--- src/rtl/mips_ctrl_pkg.sv ---
// Shared types and encodings for the MIPS multi-cycle controller.
// BEQ support is enabled by defining MIPS_CTRL_BEQ_EN.
package mips_ctrl_pkg;

  typedef enum logic [2:0] {
    S_IDLE   = 3'd0,
    S_FETCH  = 3'd1,
    S_DECODE = 3'd2,
    S_EXEC   = 3'd3,
    S_MEM    = 3'd4,
    S_WB     = 3'd5,
    S_ERR    = 3'd6
  } state_t;

  localparam logic [5:0] OP_RTYPE = 6'b000000;
  localparam logic [5:0] OP_ADDI  = 6'b001000;
  localparam logic [5:0] OP_LW    = 6'b100011;
  localparam logic [5:0] OP_SW    = 6'b101011;
  localparam logic [5:0] OP_BEQ   = 6'b000100;

  localparam logic [5:0] FN_ADD = 6'b100000;
  localparam logic [5:0] FN_SUB = 6'b100010;

  localparam logic [3:0] ALU_ADD = 4'b0010;
  localparam logic [3:0] ALU_SUB = 4'b0110;

  typedef enum logic [2:0] {
    CLS_ILL  = 3'd0,
    CLS_ADD  = 3'd1,
    CLS_SUB  = 3'd2,
    CLS_ADDI = 3'd3,
    CLS_LW   = 3'd4,
    CLS_SW   = 3'd5,
    CLS_BEQ  = 3'd6
  } instr_cls_t;

  // Second ALU operand is the sign-extended immediate for these classes.
  function automatic logic uses_imm(input instr_cls_t c);
    return (c == CLS_ADDI) || (c == CLS_LW) || (c == CLS_SW);
  endfunction

  function automatic logic [3:0] alu_op(input instr_cls_t c);
    return ((c == CLS_SUB) || (c == CLS_BEQ)) ? ALU_SUB : ALU_ADD;
  endfunction

endpackage

--- src/rtl/mips_main_decoder.sv ---
// Combinational instruction classifier: opcode/funct to class and legality.
// Honours MIPS_CTRL_BEQ_EN (BEQ legal only when defined).
module mips_main_decoder
  import mips_ctrl_pkg::*;
(
  input  logic [5:0]  opcode,
  input  logic [5:0]  funct,
  output instr_cls_t  cls,
  output logic        legal
);

  always_comb begin
    cls = CLS_ILL;
    case (opcode)
      OP_RTYPE: begin
        if (funct == FN_ADD) begin
          cls = CLS_ADD;
        end else if (funct == FN_SUB) begin
          cls = CLS_SUB;
        end
      end
      OP_ADDI: cls = CLS_ADDI;
      OP_LW:   cls = CLS_LW;
      OP_SW:   cls = CLS_SW;
`ifdef MIPS_CTRL_BEQ_EN
      OP_BEQ:  cls = CLS_BEQ;
`else
      OP_BEQ:  cls = CLS_ILL;
`endif
      default: cls = CLS_ILL;
    endcase
    legal = (cls != CLS_ILL);
  end

endmodule

--- src/rtl/mips_multicycle_ctrl.sv ---
// Multi-cycle MIPS control FSM: owns IR, sequences FETCH/DECODE/EXEC/MEM/WB.
// Optional BEQ support via MIPS_CTRL_BEQ_EN; default build treats BEQ as illegal.
module mips_multicycle_ctrl
  import mips_ctrl_pkg::*;
#(
  parameter int CNT_W = 32
) (
  input  logic             clk,
  input  logic             reset,
  input  logic             run,
  input  logic [31:0]      instr,
  input  logic             alu_zero,
  output logic [31:0]      ir,
  output logic             ir_we,
  output logic             pc_we,
  output logic             pc_src,
  output logic             reg_we,
  output logic             reg_dst,
  output logic             alu_src,
  output logic [3:0]       alu_ctrl,
  output logic             mem_we,
  output logic             mem_to_reg,
  output logic             busy,
  output logic             illegal,
  output logic [CNT_W-1:0] retired
);

  state_t           state_q, state_d;
  logic [31:0]      ir_q, ir_d;
  logic [CNT_W-1:0] retired_q, retired_d;

  logic       ir_we_q, ir_we_d;
  logic       pc_we_q, pc_we_d;
  logic       pc_src_en_q, pc_src_en_d;
  logic       reg_we_q, reg_we_d;
  logic       reg_dst_q, reg_dst_d;
  logic       alu_src_q, alu_src_d;
  logic [3:0] alu_ctrl_q, alu_ctrl_d;
  logic       mem_we_q, mem_we_d;
  logic       mem_to_reg_q, mem_to_reg_d;
  logic       busy_q, busy_d;
  logic       illegal_q, illegal_d;

  instr_cls_t cls;
  logic       legal;
  state_t     after_done;

  mips_main_decoder u_dec (
    .opcode (ir_q[31:26]),
    .funct  (ir_q[5:0]),
    .cls    (cls),
    .legal  (legal)
  );

  assign after_done = run ? S_FETCH : S_IDLE;

  // Next state, IR and retirement counter.
  always_comb begin
    state_d   = state_q;
    ir_d      = ir_q;
    retired_d = retired_q + {{(CNT_W-1){1'b0}}, pc_we_q};
    if (pc_we_q) begin
      state_d = after_done;
    end else begin
      case (state_q)
        S_IDLE:   state_d = run ? S_FETCH : S_IDLE;
        S_FETCH: begin
          ir_d    = instr;
          state_d = S_DECODE;
        end
        S_DECODE: state_d = legal ? S_EXEC : S_ERR;
        S_EXEC:   state_d = ((cls == CLS_LW) || (cls == CLS_SW)) ? S_MEM : S_WB;
        S_MEM:    state_d = S_WB;
        S_WB:     state_d = S_IDLE;
        S_ERR:    state_d = S_ERR;
        default:  state_d = S_IDLE;
      endcase
    end
  end

  // Outputs are registered: decoded from the state being entered and the held IR,
  // so during each cycle they reflect the current state only.
  always_comb begin
    ir_we_d      = 1'b0;
    pc_we_d      = 1'b0;
    pc_src_en_d  = 1'b0;
    reg_we_d     = 1'b0;
    reg_dst_d    = 1'b0;
    alu_src_d    = 1'b0;
    alu_ctrl_d   = 4'b0000;
    mem_we_d     = 1'b0;
    mem_to_reg_d = 1'b0;
    busy_d       = 1'b0;
    illegal_d    = 1'b0;
    case (state_d)
      S_FETCH: begin
        ir_we_d = 1'b1;
        busy_d  = 1'b1;
      end
      S_DECODE: busy_d = 1'b1;
      S_EXEC: begin
        busy_d     = 1'b1;
        alu_src_d  = uses_imm(cls);
        alu_ctrl_d = alu_op(cls);
        if (cls == CLS_BEQ) begin
          pc_we_d     = 1'b1;
          pc_src_en_d = 1'b1;
        end
      end
      S_MEM: begin
        busy_d     = 1'b1;
        alu_src_d  = uses_imm(cls);
        alu_ctrl_d = alu_op(cls);
        if (cls == CLS_SW) begin
          mem_we_d = 1'b1;
          pc_we_d  = 1'b1;
        end
      end
      S_WB: begin
        busy_d       = 1'b1;
        alu_src_d    = uses_imm(cls);
        alu_ctrl_d   = alu_op(cls);
        reg_we_d     = 1'b1;
        pc_we_d      = 1'b1;
        reg_dst_d    = (cls == CLS_ADD) || (cls == CLS_SUB);
        mem_to_reg_d = (cls == CLS_LW);
      end
      S_ERR:   illegal_d = 1'b1;
      default: ;
    endcase
  end

  always_ff @(posedge clk) begin
    if (reset) begin
      state_q      <= S_IDLE;
      ir_q         <= '0;
      retired_q    <= '0;
      ir_we_q      <= 1'b0;
      pc_we_q      <= 1'b0;
      pc_src_en_q  <= 1'b0;
      reg_we_q     <= 1'b0;
      reg_dst_q    <= 1'b0;
      alu_src_q    <= 1'b0;
      alu_ctrl_q   <= 4'b0000;
      mem_we_q     <= 1'b0;
      mem_to_reg_q <= 1'b0;
      busy_q       <= 1'b0;
      illegal_q    <= 1'b0;
    end else begin
      state_q      <= state_d;
      ir_q         <= ir_d;
      retired_q    <= retired_d;
      ir_we_q      <= ir_we_d;
      pc_we_q      <= pc_we_d;
      pc_src_en_q  <= pc_src_en_d;
      reg_we_q     <= reg_we_d;
      reg_dst_q    <= reg_dst_d;
      alu_src_q    <= alu_src_d;
      alu_ctrl_q   <= alu_ctrl_d;
      mem_we_q     <= mem_we_d;
      mem_to_reg_q <= mem_to_reg_d;
      busy_q       <= busy_d;
      illegal_q    <= illegal_d;
    end
  end

`ifdef MIPS_CTRL_BEQ_EN
  // The branch decision is only known while the ALU compares in EXEC, so the
  // registered enable is gated by the live Zero flag.
  assign pc_src = pc_src_en_q & alu_zero;
`else
  logic unused_beq;
  assign unused_beq = alu_zero | pc_src_en_q;
  assign pc_src = 1'b0;
`endif

  assign ir         = ir_q;
  assign ir_we      = ir_we_q;
  assign pc_we      = pc_we_q;
  assign reg_we     = reg_we_q;
  assign reg_dst    = reg_dst_q;
  assign alu_src    = alu_src_q;
  assign alu_ctrl   = alu_ctrl_q;
  assign mem_we     = mem_we_q;
  assign mem_to_reg = mem_to_reg_q;
  assign busy       = busy_q;
  assign illegal    = illegal_q;
  assign retired    = retired_q;

endmodule

--- config.mk ---
export PLATFORM = sky130hd
export DESIGN_NAME = mips_multicycle_ctrl
export DESIGN_NICKNAME = d
export VERILOG_FILES = /design/src/rtl/mips_ctrl_pkg.sv /design/src/rtl/mips_main_decoder.sv /design/src/rtl/mips_multicycle_ctrl.sv
export SDC_FILE = /design/constraint.sdc
export NUM_CORES = 1
export LEC_CHECK = 0
export ABC_CLOCK_PERIOD_IN_PS = 2550
export CAP_MARGIN = 20
export CORE_UTILIZATION = 45
export DETAILED_ROUTE_END_ITERATION = 16
export GPL_TIMING_DRIVEN = 1
export PLACE_DENSITY = 0.8
export SETUP_SLACK_MARGIN = 0.15
export SLEW_MARGIN = 20
export SYNTH_ARGS = -nofsm -noshare
export SYNTH_HDL_FRONTEND = slang
export SYNTH_SLANG_ARGS = --single-unit
--- constraint.sdc ---
create_clock -name clk -period 2.55 [get_ports clk]
set_input_delay 0.3825 -clock clk [delete_from_list [all_inputs] [get_ports clk]]
set_output_delay 0.3825 -clock clk [all_outputs]
set_load 0.005 [all_outputs]
==> results.json <==
{
  "synth_top_area_share_pct": 48.07,
  "hold_ws_ns": 0.4177,
  "fin_worst_skew_ns": 0.007454,
  "diodes": 0,
  "worstRegToRegCells": 5,
  "worst_slew_pin_slew_ns": 0.7753,
  "synth_area_leaders": "dfxtp_1 48%, nand2_1 8.7%, a21oi_1 7.6%",
  "max_freq_mhz": 464.4,
  "cts_inserted_buffers": 9,
  "maxCapViolations": 0,
  "grt_pass1_wl_um": 13170,
  "r2r-end": "retired[29]$_SDFF_PP0_",
  "die_h_um": 86.96,
  "p_per_area_nw_per_um2": 622.7,
  "wirelength_um": 8159,
  "start_util_pct": 47.29,
  "antenna_found_initial": 0,
  "port_buffers": 109,
  "num_rows": 30,
  "min_to": "alu_ctrl[2]$_SDFF_PP0_",
  "fin_cells": 592,
  "antenna_left": 0,
  "postCtsSetupBuffers": 0,
  "status": "finished, final reports clean",
  "busiest_layer": "met2",
  "rsz0062_at_grt": "no",
  "seq_area_um2": 1563,
  "vias": 3140,
  "met3_usage_pct": 8.815,
  "finalHoldViolCount": 0,
  "vdd_drop_max_mv": 0.4063,
  "grt.total_usage_pct": 22.35,
  "clockBufferDepth": 2,
  "grt_max_degree": 43,
  "clkTransAtPathRegs_ns": 0.08,
  "dpl.cell_count": 576,
  "post-route-drc-count": 0,
  "slowest_delay_ns": 0.56,
  "syn_avg_cell_area_um2": 8.350,
  "slowest_stage": "or4_1",
  "drive_above_1_share_pct": 6.855,
  "gp_congestion": 0.8606,
  "ys_ff_latch": 78,
  "drt_iter0_drc": 126,
  "worstPathMaxFanout": 13,
  "clkSinkCount": 78,
  "met1_usage_pct": 26.29,
  "gr-total-overflow": 0,
  "synth_cells": 389,
  "start_kind": "flop",
  "slew_headroom_pct": 47.84,
  "period_share_pct": 84.44,
  "p_leak_nw": 1.578,
  "wl_per_cell_um": 13.78,
  "slew_violations": 0,
  "worstPathRequired_ns": 2.83,
  "finalNetCount": 529,
  "core_area_um2": 6869,
  "yosysTopAreaCell": "dfxtp_1",
  "yosys_warnings": 0,
  "cp_cell_sequence": "ha_1, and4_1, nand4_1, or4_1, a21oi_1",
  "hpwlAfterDp_um": 5719,
  "hold_depth": 4,
  "setup_violations": 0,
  "drt_first_pass_iters": 4,
  "met2_usage_pct": 35.86,
  "cp-end-kind": "flop",
  "grt_pass1_vias": 2918,
  "vias_per_cell": 5.304,
  "area_growth_pct": 41.87,
  "die_x_um": 86.96,
  "synth_cell_types": 44,
  "synth_area_um2": 3248,
  "seq_area_frac_synth_pct": 48.07,
  "die-area_um2": 7562,
  "fillerInstances": 571,
  "insertion_delay_ns": 0.34,
  "min-delay-start": "reset",
  "arrival_ns": 2.43,
  "io_pins": 114,
  "htreeDepth": 3,
  "path_class": "flop to flop",
  "tritoncts": "yes",
  "multi_input_area_um2": 1564,
  "fin_crit_ns": 2.153,
  "setup_tns_ns": 0,
  "ff2ff_setup_slack_ns": 0.40,
  "hp-class": "input pin to flop",
  "root_buffer": "clkbuf_8",
  "reg2reg_from": "pc_we$_SDFF_PP0_"
}
metal layers:
layer  vias to the layer above  share of wire (%)
li1                       1575                  -
met1                      1438                 43
met2                       123                 47
met3                         4                9.5
met4                         0               0.55
met5                         -                  0
metrics by stage:
step | cell area (um^2) | util, % | setup slack, ns | total power [mW]
finish | 4608 | 67.09 | 0.3968 | 2.870
floorplan | 3256 | - | 0.6307 | 1.628
global route | 4608 | 67.09 | 0.2909 | 3.017
detailed placement | 4384 | 63.83 | 0.2759 | 1.879
CTS | 4607 | 67.07 | 0.2623 | 2.905
global placement | 4384 | 63.83 | 0.3612 | 1.865
cells in the final DEF, fill, tap and decap left out, types with 3 or more instances in the layout:
cell,synthesis,layout
nor2b_1,8,8
nand3_1,18,18
a21oi_1,49,49
o31ai_1,8,8
nand2_1,75,75
nor3_1,7,7
and3_1,4,4
or4_1,7,7
nor2_1,24,23
mux2_2,3,3
buf_4,3,4
xnor2_1,6,6
inv_1,6,6
clkbuf_8,0,10
clkdlybuf4s50_1,0,108
and4_1,4,4
xor2_1,8,8
nand4_1,11,11
conb_1,1,3
or3_1,4,4
a211oi_1,3,3
nor4_1,7,7
dfxtp_1,78,77
o21ai_0,8,8
critical path: cells and delay by family, from the launching register on:
kind / cells / cell delay [ns]
compound gates: 1 / 0.15
simple gates: 3 / 1.22
flops: 1 / 0.46
fa+ha+maj: 1 / 0.25
report_power, final:
part / switching, mW / internal (mW) / leakage [nW]
Sequential: 0.0690 / 1.30 / 0.633
Clock: 0.445 / 0.574 / 0.108
Combinational: 0.231 / 0.252 / 0.837
synthesized netlist by cell type, drive strengths merged:
cell,n
a32oi,1
and3b,1
dfxtp,78
nor2,24
buf,5
o21ai,8
nor2b,8
nor3,7
a21oi,49
nand2b,2
and4,5
or3,5
nor3b,1
nor4,7
a31oi,2
nand3,18
nand4,13
a21boi,2
conb,1
or3b,1
or4,9
o211ai,1
inv,6
a211o,1
o31ai,8
xor2,8
a21o,1
xnor2,6
clkbuf,19
a211oi,3
nand2,75
or2,1
ha,2
mux2,3
a2111oi,2
o211a,2
and3,4
kinds of logic after synthesis:
logic type | after synthesis | synth area share (%)
and+or+nand+nor | 181 | 27.81
AOI/OAI and AO/OA | 80 | 14.33
DFF | 78 | 48.07
buffers and inverters | 30 | 4.083
xor gates and xnor gates | 14 | 3.775
muxes | 3 | 1.040
adders and majority gates | 2 | 0.7703
other | 1 | 0.1155
layout make-up:
class	instances	share of cell area, %
clock buffer	10	2.987
clock inverter	6	1.846
timing repair buffer	113	24.22
tap	96	2.607
sequential	78	33.91
multi-input combinational	283	33.94
inverter	6	0.4887
worst max path at each step:
stage / end / slack (ns) / cells past startpoint / start
floorplan: retired[27]$_SDFF_PP0_ / 0.63 / 5 / retired[11]$_SDFF_PP0_
global placement: retired[29]$_SDFF_PP0_ / 0.36 / 5 / pc_we$_SDFF_PP0_
detailed placement: retired[29]$_SDFF_PP0_ / 0.28 / 5 / pc_we$_SDFF_PP0_
CTS: retired[29]$_SDFF_PP0_ / 0.26 / 5 / pc_we$_SDFF_PP0_
global route: retired[29]$_SDFF_PP0_ / 0.29 / 5 / pc_we$_SDFF_PP0_
finish: retired[29]$_SDFF_PP0_ / 0.40 / 5 / pc_we$_SDFF_PP0_
what timing repair did:
item | CTS | global route
resized for setup | 0 | 1
endpoints found under the setup margin | 0 | 2
hold buffers | 0 | 0
No activity file was read; power rests on OpenSTA's default activity.
